==> src/rtl/ahb_bus_mux.sv <==
// ahb_bus_mux: single-master AHB-Lite decoder / response mux.
// Decodes the address phase into per-slave selects. Tracks which slave owns
// the current data phase and muxes that slave's response back to the master.
// Unmapped transfers are answered by a built-in default slave (DS). DS
// returns the two-cycle ERROR response and keeps a saturating error count.
module ahb_bus_mux #(
  parameter logic [31:0] S0_BASE = 32'h0000_0000,
  parameter logic [31:0] S0_MASK = 32'hFFFF_0000,
  parameter logic [31:0] S1_BASE = 32'h2000_0000,
  parameter logic [31:0] S1_MASK = 32'hFFFF_0000,
  parameter logic [31:0] S2_BASE = 32'h4000_0000,
  parameter logic [31:0] S2_MASK = 32'hFFFF_0000
) (
  input  logic        hclk,
  input  logic        hresetn,
  input  logic [31:0] haddr,
  input  logic [1:0]  htrans,
  output logic        hsel_s0,
  output logic        hsel_s1,
  output logic        hsel_s2,
  input  logic [31:0] hrdata_s0,
  input  logic [31:0] hrdata_s1,
  input  logic [31:0] hrdata_s2,
  input  logic        hreadyout_s0,
  input  logic        hreadyout_s1,
  input  logic        hreadyout_s2,
  input  logic [1:0]  hresp_s0,
  input  logic [1:0]  hresp_s1,
  input  logic [1:0]  hresp_s2,
  output logic [31:0] hrdata,
  output logic        hready,
  output logic [1:0]  hresp,
  output logic [7:0]  err_cnt
);

  localparam logic [1:0] SEL_DS = 2'd3;

  typedef enum logic [1:0] {DS_OK, DS_ERR1, DS_ERR2} ds_state_e;

  logic [1:0] dec_sel;
  logic [1:0] dsel;
  logic       ds_act;
  logic       ds_req;
  ds_state_e  ds_state;
  logic       ds_rdy;
  logic [1:0] ds_rsp;

  // Address decode, S0 wins over S1 wins over S2; no match -> default slave
  always_comb begin
    dec_sel = SEL_DS;
    if      ((haddr & S0_MASK) == S0_BASE) dec_sel = 2'd0;
    else if ((haddr & S1_MASK) == S1_BASE) dec_sel = 2'd1;
    else if ((haddr & S2_MASK) == S2_BASE) dec_sel = 2'd2;
  end

  assign hsel_s0 = (dec_sel == 2'd0);
  assign hsel_s1 = (dec_sel == 2'd1);
  assign hsel_s2 = (dec_sel == 2'd2);

  // An active (NONSEQ/SEQ) transfer aimed at the default slave
  assign ds_req = (dec_sel == SEL_DS) & htrans[1];

  // Data-phase owner and DS-active flag advance only when the bus is ready
  always_ff @(posedge hclk or negedge hresetn) begin
    if (!hresetn) begin
      dsel   <= SEL_DS;
      ds_act <= 1'b0;
    end else if (hready) begin
      dsel   <= dec_sel;
      ds_act <= ds_req;
    end
  end

  // Default-slave FSM with registered ready/response and the error counter
  always_ff @(posedge hclk or negedge hresetn) begin
    if (!hresetn) begin
      ds_state <= DS_OK;
      ds_rdy   <= 1'b1;
      ds_rsp   <= 2'b00;
      err_cnt  <= 8'h00;
    end else begin
      case (ds_state)
        DS_ERR1: begin
          ds_state <= DS_ERR2;
          ds_rdy   <= 1'b1;
          ds_rsp   <= 2'b01;
        end
        default: begin
          // DS_OK and DS_ERR2 share the same next-transfer evaluation
          if (hready) begin
            if (ds_req) begin
              ds_state <= DS_ERR1;
              ds_rdy   <= 1'b0;
              ds_rsp   <= 2'b01;
              if (err_cnt != 8'hFF) err_cnt <= err_cnt + 8'h01;
            end else begin
              ds_state <= DS_OK;
              ds_rdy   <= 1'b1;
              ds_rsp   <= 2'b00;
            end
          end
        end
      endcase
    end
  end

  // Response mux by data-phase owner; DS only reports its FSM while active
  always_comb begin
    hrdata = 32'h0;
    hready = 1'b1;
    hresp  = 2'b00;
    case (dsel)
      2'd0: begin hrdata = hrdata_s0; hready = hreadyout_s0; hresp = hresp_s0; end
      2'd1: begin hrdata = hrdata_s1; hready = hreadyout_s1; hresp = hresp_s1; end
      2'd2: begin hrdata = hrdata_s2; hready = hreadyout_s2; hresp = hresp_s2; end
      default: begin
        if (ds_act) begin
          hready = ds_rdy;
          hresp  = ds_rsp;
        end
      end
    endcase
  end

endmodule

==> config.mk <==
export PLATFORM = sky130hd
export DESIGN_NAME = ahb_bus_mux
export DESIGN_NICKNAME = d
export VERILOG_FILES = /design/src/rtl/ahb_bus_mux.sv
export SDC_FILE = /design/constraint.sdc
export NUM_CORES = 1
export LEC_CHECK = 0
export BUFFER_PORTS_ARGS = -buffer_cell sky130_fd_sc_hd__buf_2
export CAP_MARGIN = 10
export CORE_UTILIZATION = 25
export CTS_CLUSTER_SIZE = 28
export DETAILED_ROUTE_END_ITERATION = 6
export GPL_ROUTABILITY_DRIVEN = 0
export GPL_TIMING_DRIVEN = 0
export PLACE_DENSITY = 0.68
export RECOVER_POWER = 25
export SLEW_MARGIN = 20
export SYNTH_ARGS = -nofsm -noshare
export SYNTH_HDL_FRONTEND = slang
export SYNTH_SLANG_ARGS = --single-unit
==> constraint.sdc <==
create_clock -name hclk -period 1.9 [get_ports hclk]
set_input_delay 0.38 -clock hclk [delete_from_list [all_inputs] [get_ports hclk]]
set_output_delay 0.38 -clock hclk [all_outputs]
set_load 0.01 [all_outputs]
# Word level (Yosys, flattened, before mapping)
# Index checks and enable logic that the tools add are counted.
word_totals:
  memories: 0
  latch_bits: 0
  mem_bits_ro: 0
  mem_bits_rw: 0
  regBits: 16
  in_bits: 141
  out_inout_bits: 46
classes:
  div_mod_pow: 0
  n_mux: 15
  eq_ne: 9
  bitwise_logic: 2
  order_cmp: 0
  shifts: 0
  n_reduce_logical: 5
  n_addsub: 1
  multipliers: 0
op_table:
  columns: ["cell", "n"]
  rows:
  - ["$pmux W32 S3", 1]
  - ["$logic_not A32 Y1", 1]
  - ["$eq A16 B14 Y1 const B", 1]
  - ["$eq A16 B15 Y1 const B", 1]
  - ["$mux W2", 6]
  - ["$add A8 B1 Y8 const B", 1]
  - ["$ne A8 B8 Y1 const B", 1]
  - ["$eq A2 B1 Y1 const B", 3]
  - ["$eq A2 B2 Y1 const B", 3]
  - ["$mux W1", 6]
  - ["$pmux W2 S3", 1]
  - ["$logic_not A2 Y1", 2]
  - ["$reduce_and A4 Y1", 1]
  - ["$pmux W1 S3", 1]
  - ["$reduce_bool A2 Y1", 1]
  - ["$and A1 B1 Y1", 1]
  - ["$not A1 Y1", 1]

# Logic depth before layout (Yosys ltp)
logic_depth:
  depth_word: 9
  depth_mapped: 6
  mapped_depth_nobuf: 5

# Worst setup path before layout
# OpenSTA, ideal clock, no wires.
synth_timing:
  path_type: "register to output"
  start: "reg dsel[1]"
  end: "out hrdata[10]"
  stages_incl_launch_ff: 5
  path_slack_ns: -0.124
  arrival_time_ns: 1.644
  n_path_buf: 2
  path_cell_list: "dfstp_2 buf_2 buf_1 mux2i_1 o21ai_0"
synth_via:
  elab_chain_cells: 2
  word_cells_on_any_way: 4
synth_rtl:
  columns: ["item", "line", "text"]
  rows:
  - ["start: declaration", "41", "logic [1:0] dsel;"]
  - ["start signal: assignment", "69", "dsel <= dec_sel;"]
  - ["$eq A2 B2 Y1 (tied with other cells)", "112", "case (dsel)"]
  - ["$pmux W32 S3 *", "112", null]
  - ["end: declaration", "30", "output logic [31:0] hrdata,"]
# Every way passes the cells marked *; elsewhere a longest branch is shown, timed or not.

# Worst setup path after layout
layout_timing:
  start: "reg dsel[0]"
  end: "out hrdata[11]"
# The elaborated chain is that of the path after synthesis.

==> metrics.md <==
| Metric | Value |
|---|---|
| # IOs | `187` |
| Final Power | `2.33 mW` |
| Non-filler cells, final | `450` |
| Sw frac | `0.426` |
| Sink Count | `15` |
| DP Cell Count | `430` |
| Crit path max fanout | `7` |
| Sw Pwr | `0.993 mW` |
| DR pass1 iterations | `4` |
| Final slew viol count | `0` |
| Routed len/inst | `14.1 microns` |
| Total routed wirelength | `6370 microns` |
| H-tree Lvls | `1` |
| CTS tree | `yes` |
| Final hold vios | `0` |
| Number of flops mapped to enable cells by yosys | `0` |
| Die Y | `78.9 microns` |
| R2r setup slk | `0.07 ns` |
| Final setup viols | `34` |
| Critical path startpoint category | `flip-flop` |
| Warnings, synthesis | `0` |
| Cell count after synthesis | `189` |
| Worst hold margin | `0.191 ns` |
| Post-DP HPWL | `4830 microns` |
| Vias | `2121` |
| Layout area overhead | `98.3%` |
| GRT Total Usage | `0.188` |
| Worst skew pair latency | `0.24 ns` |
| Core area | `0.00561 sq mm` |
| Largest net degree at the start of global routing | `16` |
| Area leader, netlist | `mux2i_1` |
| Clock buffer depth | `2` |
| Commonest non-fill, non-tap cells in the layout | `buf_2, mux2i_1, nand2_2, o21ai_1` |
| Netlist cell types | `28` |
| Hold_buf cts | `0` |
| Outcome | `finished, violations left` |
| Post-Syn Nets | `331` |
| Util after Layout | `0.523` |
| Initial antenna violation count | `1` |
| Worst setup EP type | `output pin` |
| Synth top area share | `0.230` |
| Clock power share | `0.108` |
| Nets | `520` |
| Max Cap Viol | `0` |
| RSZ-0062 raised after global routing | `yes` |
| Failing checks | `setup timing` |
| Post-DP Area | `0.00242 sq mm` |
| Port Buffers | `169` |
| Min-delay worst type | `in -> async` |
| Worst-Margin Slew | `0.786 ns` |
| Clock Skew | `0.00459 ns` |
| Async set-reset flop share out of synthesis | `1.00` |
| Int Pwr | `1.34 mW` |
| Vias per inst | `4.71` |
| Prevailing post-synth register cell | `dfrtp_1` |
| Sequential-to-total area share from yosys stat | `0.256` |
| # fillers | `545` |
| Most common cell after layout, fill and taps aside | `buf_2` |
| CTS buffer count | `3` |
| Rel. slew slack | `0.476` |
| Setup TNS | `-1.48 ns` |
| Post-route ant nets | `0` |
| Sequential share of power | `0.248` |
| Peak supply drop | `0.580 mV` |
| Clock-pin slew on the worst setup and hold paths | `0.06 ns` |
| Row Count | `27` |
| Critical Path AT | `1.63 ns` |
| Final setup margin | `-0.105 ns` |
| Fin crit period | `2.01 ns` |
| Ranking of synthesized cells by area | `mux2i_1, dfrtp_1, o21ai_0, nand2_1, dfstp_2` |
| Final instance area | `0.00294 sq mm` |
| Leak pwr | `1.70 nW` |
| Synth Register Bits | `15` |
| Synth Area per Inst | `7.83 sq um` |
| Vias in the first global route | `1993` |
| Pwr Density | `794 mW/mm^2` |
| First-pass GRT wire length | `9210 microns` |
| Crit Path Class | `reg -> out` |
| Share of cells above drive strength 1 | `0.674` |
| Achievable Freq | `0.499 GHz` |
| Drt drc | `0` |
| Die Width | `78.9 microns` |
| DR iter-0 viols | `48` |
| Root Buffer | `clkbuf_8` |
| Die area | `0.00623 sq mm` |
| Pre-CTS setup slack | `-0.389 ns` |
| Period Utilization, post-route | `1.06` |
| Starting density of the core | `0.264` |
| Worst Path Required | `1.52 ns` |
| Cell area after synthesis | `0.00148 sq mm` |
| Logic pwr share | `0.645` |
| Global route total overflow | `0` |
==> worst max-delay path, stage by stage, from the launching register on <==
cell	delay [ns]
dfstp_2	0.54
buf_8	0.11
nor2b_4	0.14
buf_8	0.16
buf_8	0.13
nand2_1	0.07
o21ai_1	0.09
buf_4	0.15
==> state kept, by name, summed over array words and instances, names as in the netlist <==
register / flops
err_cnt: 8
ds_state: 2
dsel: 2
ds_act: 1
ds_rdy: 1
ds_rsp: 1
==> path summary, 6_finish.rpt <==
kind                         startpoint         end  cells after the start
hold / removal                  hresetn  err_cnt[6]                      1
max in group asynchronous       hresetn  err_cnt[1]                      1
min in group hclk          hreadyout_s1     dsel[0]                      4
hold reg to reg              err_cnt[6]  err_cnt[6]                      1
setup / recovery                dsel[0]  hrdata[11]                      7
setup reg to reg                dsel[1]  err_cnt[5]                      6
==> kinds of logic after synthesis <==
| family | Yosys count | synth area share |
|---|---|---|
| AND/OR/NAND/NOR | 68 | 0.224 |
| flip-flops | 15 | 0.256 |
| AO/OA/AOI/OAI | 42 | 0.156 |
| buffers and inverters | 19 | 0.0533 |
| multiplexers | 37 | 0.260 |
| adder cells (fa/ha/maj) | 1 | 0.00845 |
| XOR/XNOR | 7 | 0.0414 |
==> what timing repair did <==
item / CTS / global route
hold endpoints to repair: 0 / 0
endpoints found under the setup margin: 36 / 41
setup buffers: 10 / 2
resized for setup: 70 / 71
gates cloned: 3 / 0
pin swaps: 19 / 13
==> layout make-up <==
| cell class | instances | area [sq um] | share of cell area |
|---|---|---|---|
| plain buffers | 13 | 186 | 0.0635 |
| clock buffers | 4 | 45.0 | 0.0153 |
| flip-flops and latches | 15 | 379 | 0.129 |
| repair buffers | 184 | 1000 | 0.342 |
| multi-input cells | 155 | 1210 | 0.411 |
| diodes | 1 | 2.50 | 0.000853 |
| inverters | 6 | 22.5 | 0.00767 |
| well taps | 72 | 90.1 | 0.0307 |
==> power by group through the flow <==
stage / Combinational, mW / Clock (mW) / Sequential (mW)
2_1_floorplan: 0.661 / 0 / 0.588
3_3_place_gp: 1.18 / 0 / 0.571
3_5_place_dp: 1.21 / 0 / 0.575
4_1_cts: 1.39 / 0.259 / 0.576
5_1_grt: 1.65 / 0.268 / 0.598
6_report: 1.50 / 0.251 / 0.577
==> cells in the mapped netlist, types with 2 or more instances <==
cell	instances
buf_2	3
clkbuf_1	8
dfrtp_1	12
dfstp_2	3
inv_1	6
mux2i_1	34
nand2_1	41
nand3_1	3
nand4_1	3
nor2_1	6
nor3_1	6
nor4_1	3
nor4_4	2
o21ai_0	39
xor2_1	7
==> per-layer routing <==
layer / global-route usage / up-vias / share of wire / wire length, microns
met3: 0.0379 / 14 / 0.072 / 457
met5: 0 / - / 0 / 0
met2: 0.363 / 88 / 0.55 / 3480
met1: 0.196 / 977 / 0.36 / 2270
met4: 0.0727 / 0 / 0.025 / 161
li1: - / 1042 / - / -
No activity file was read; power rests on OpenSTA's default activity.
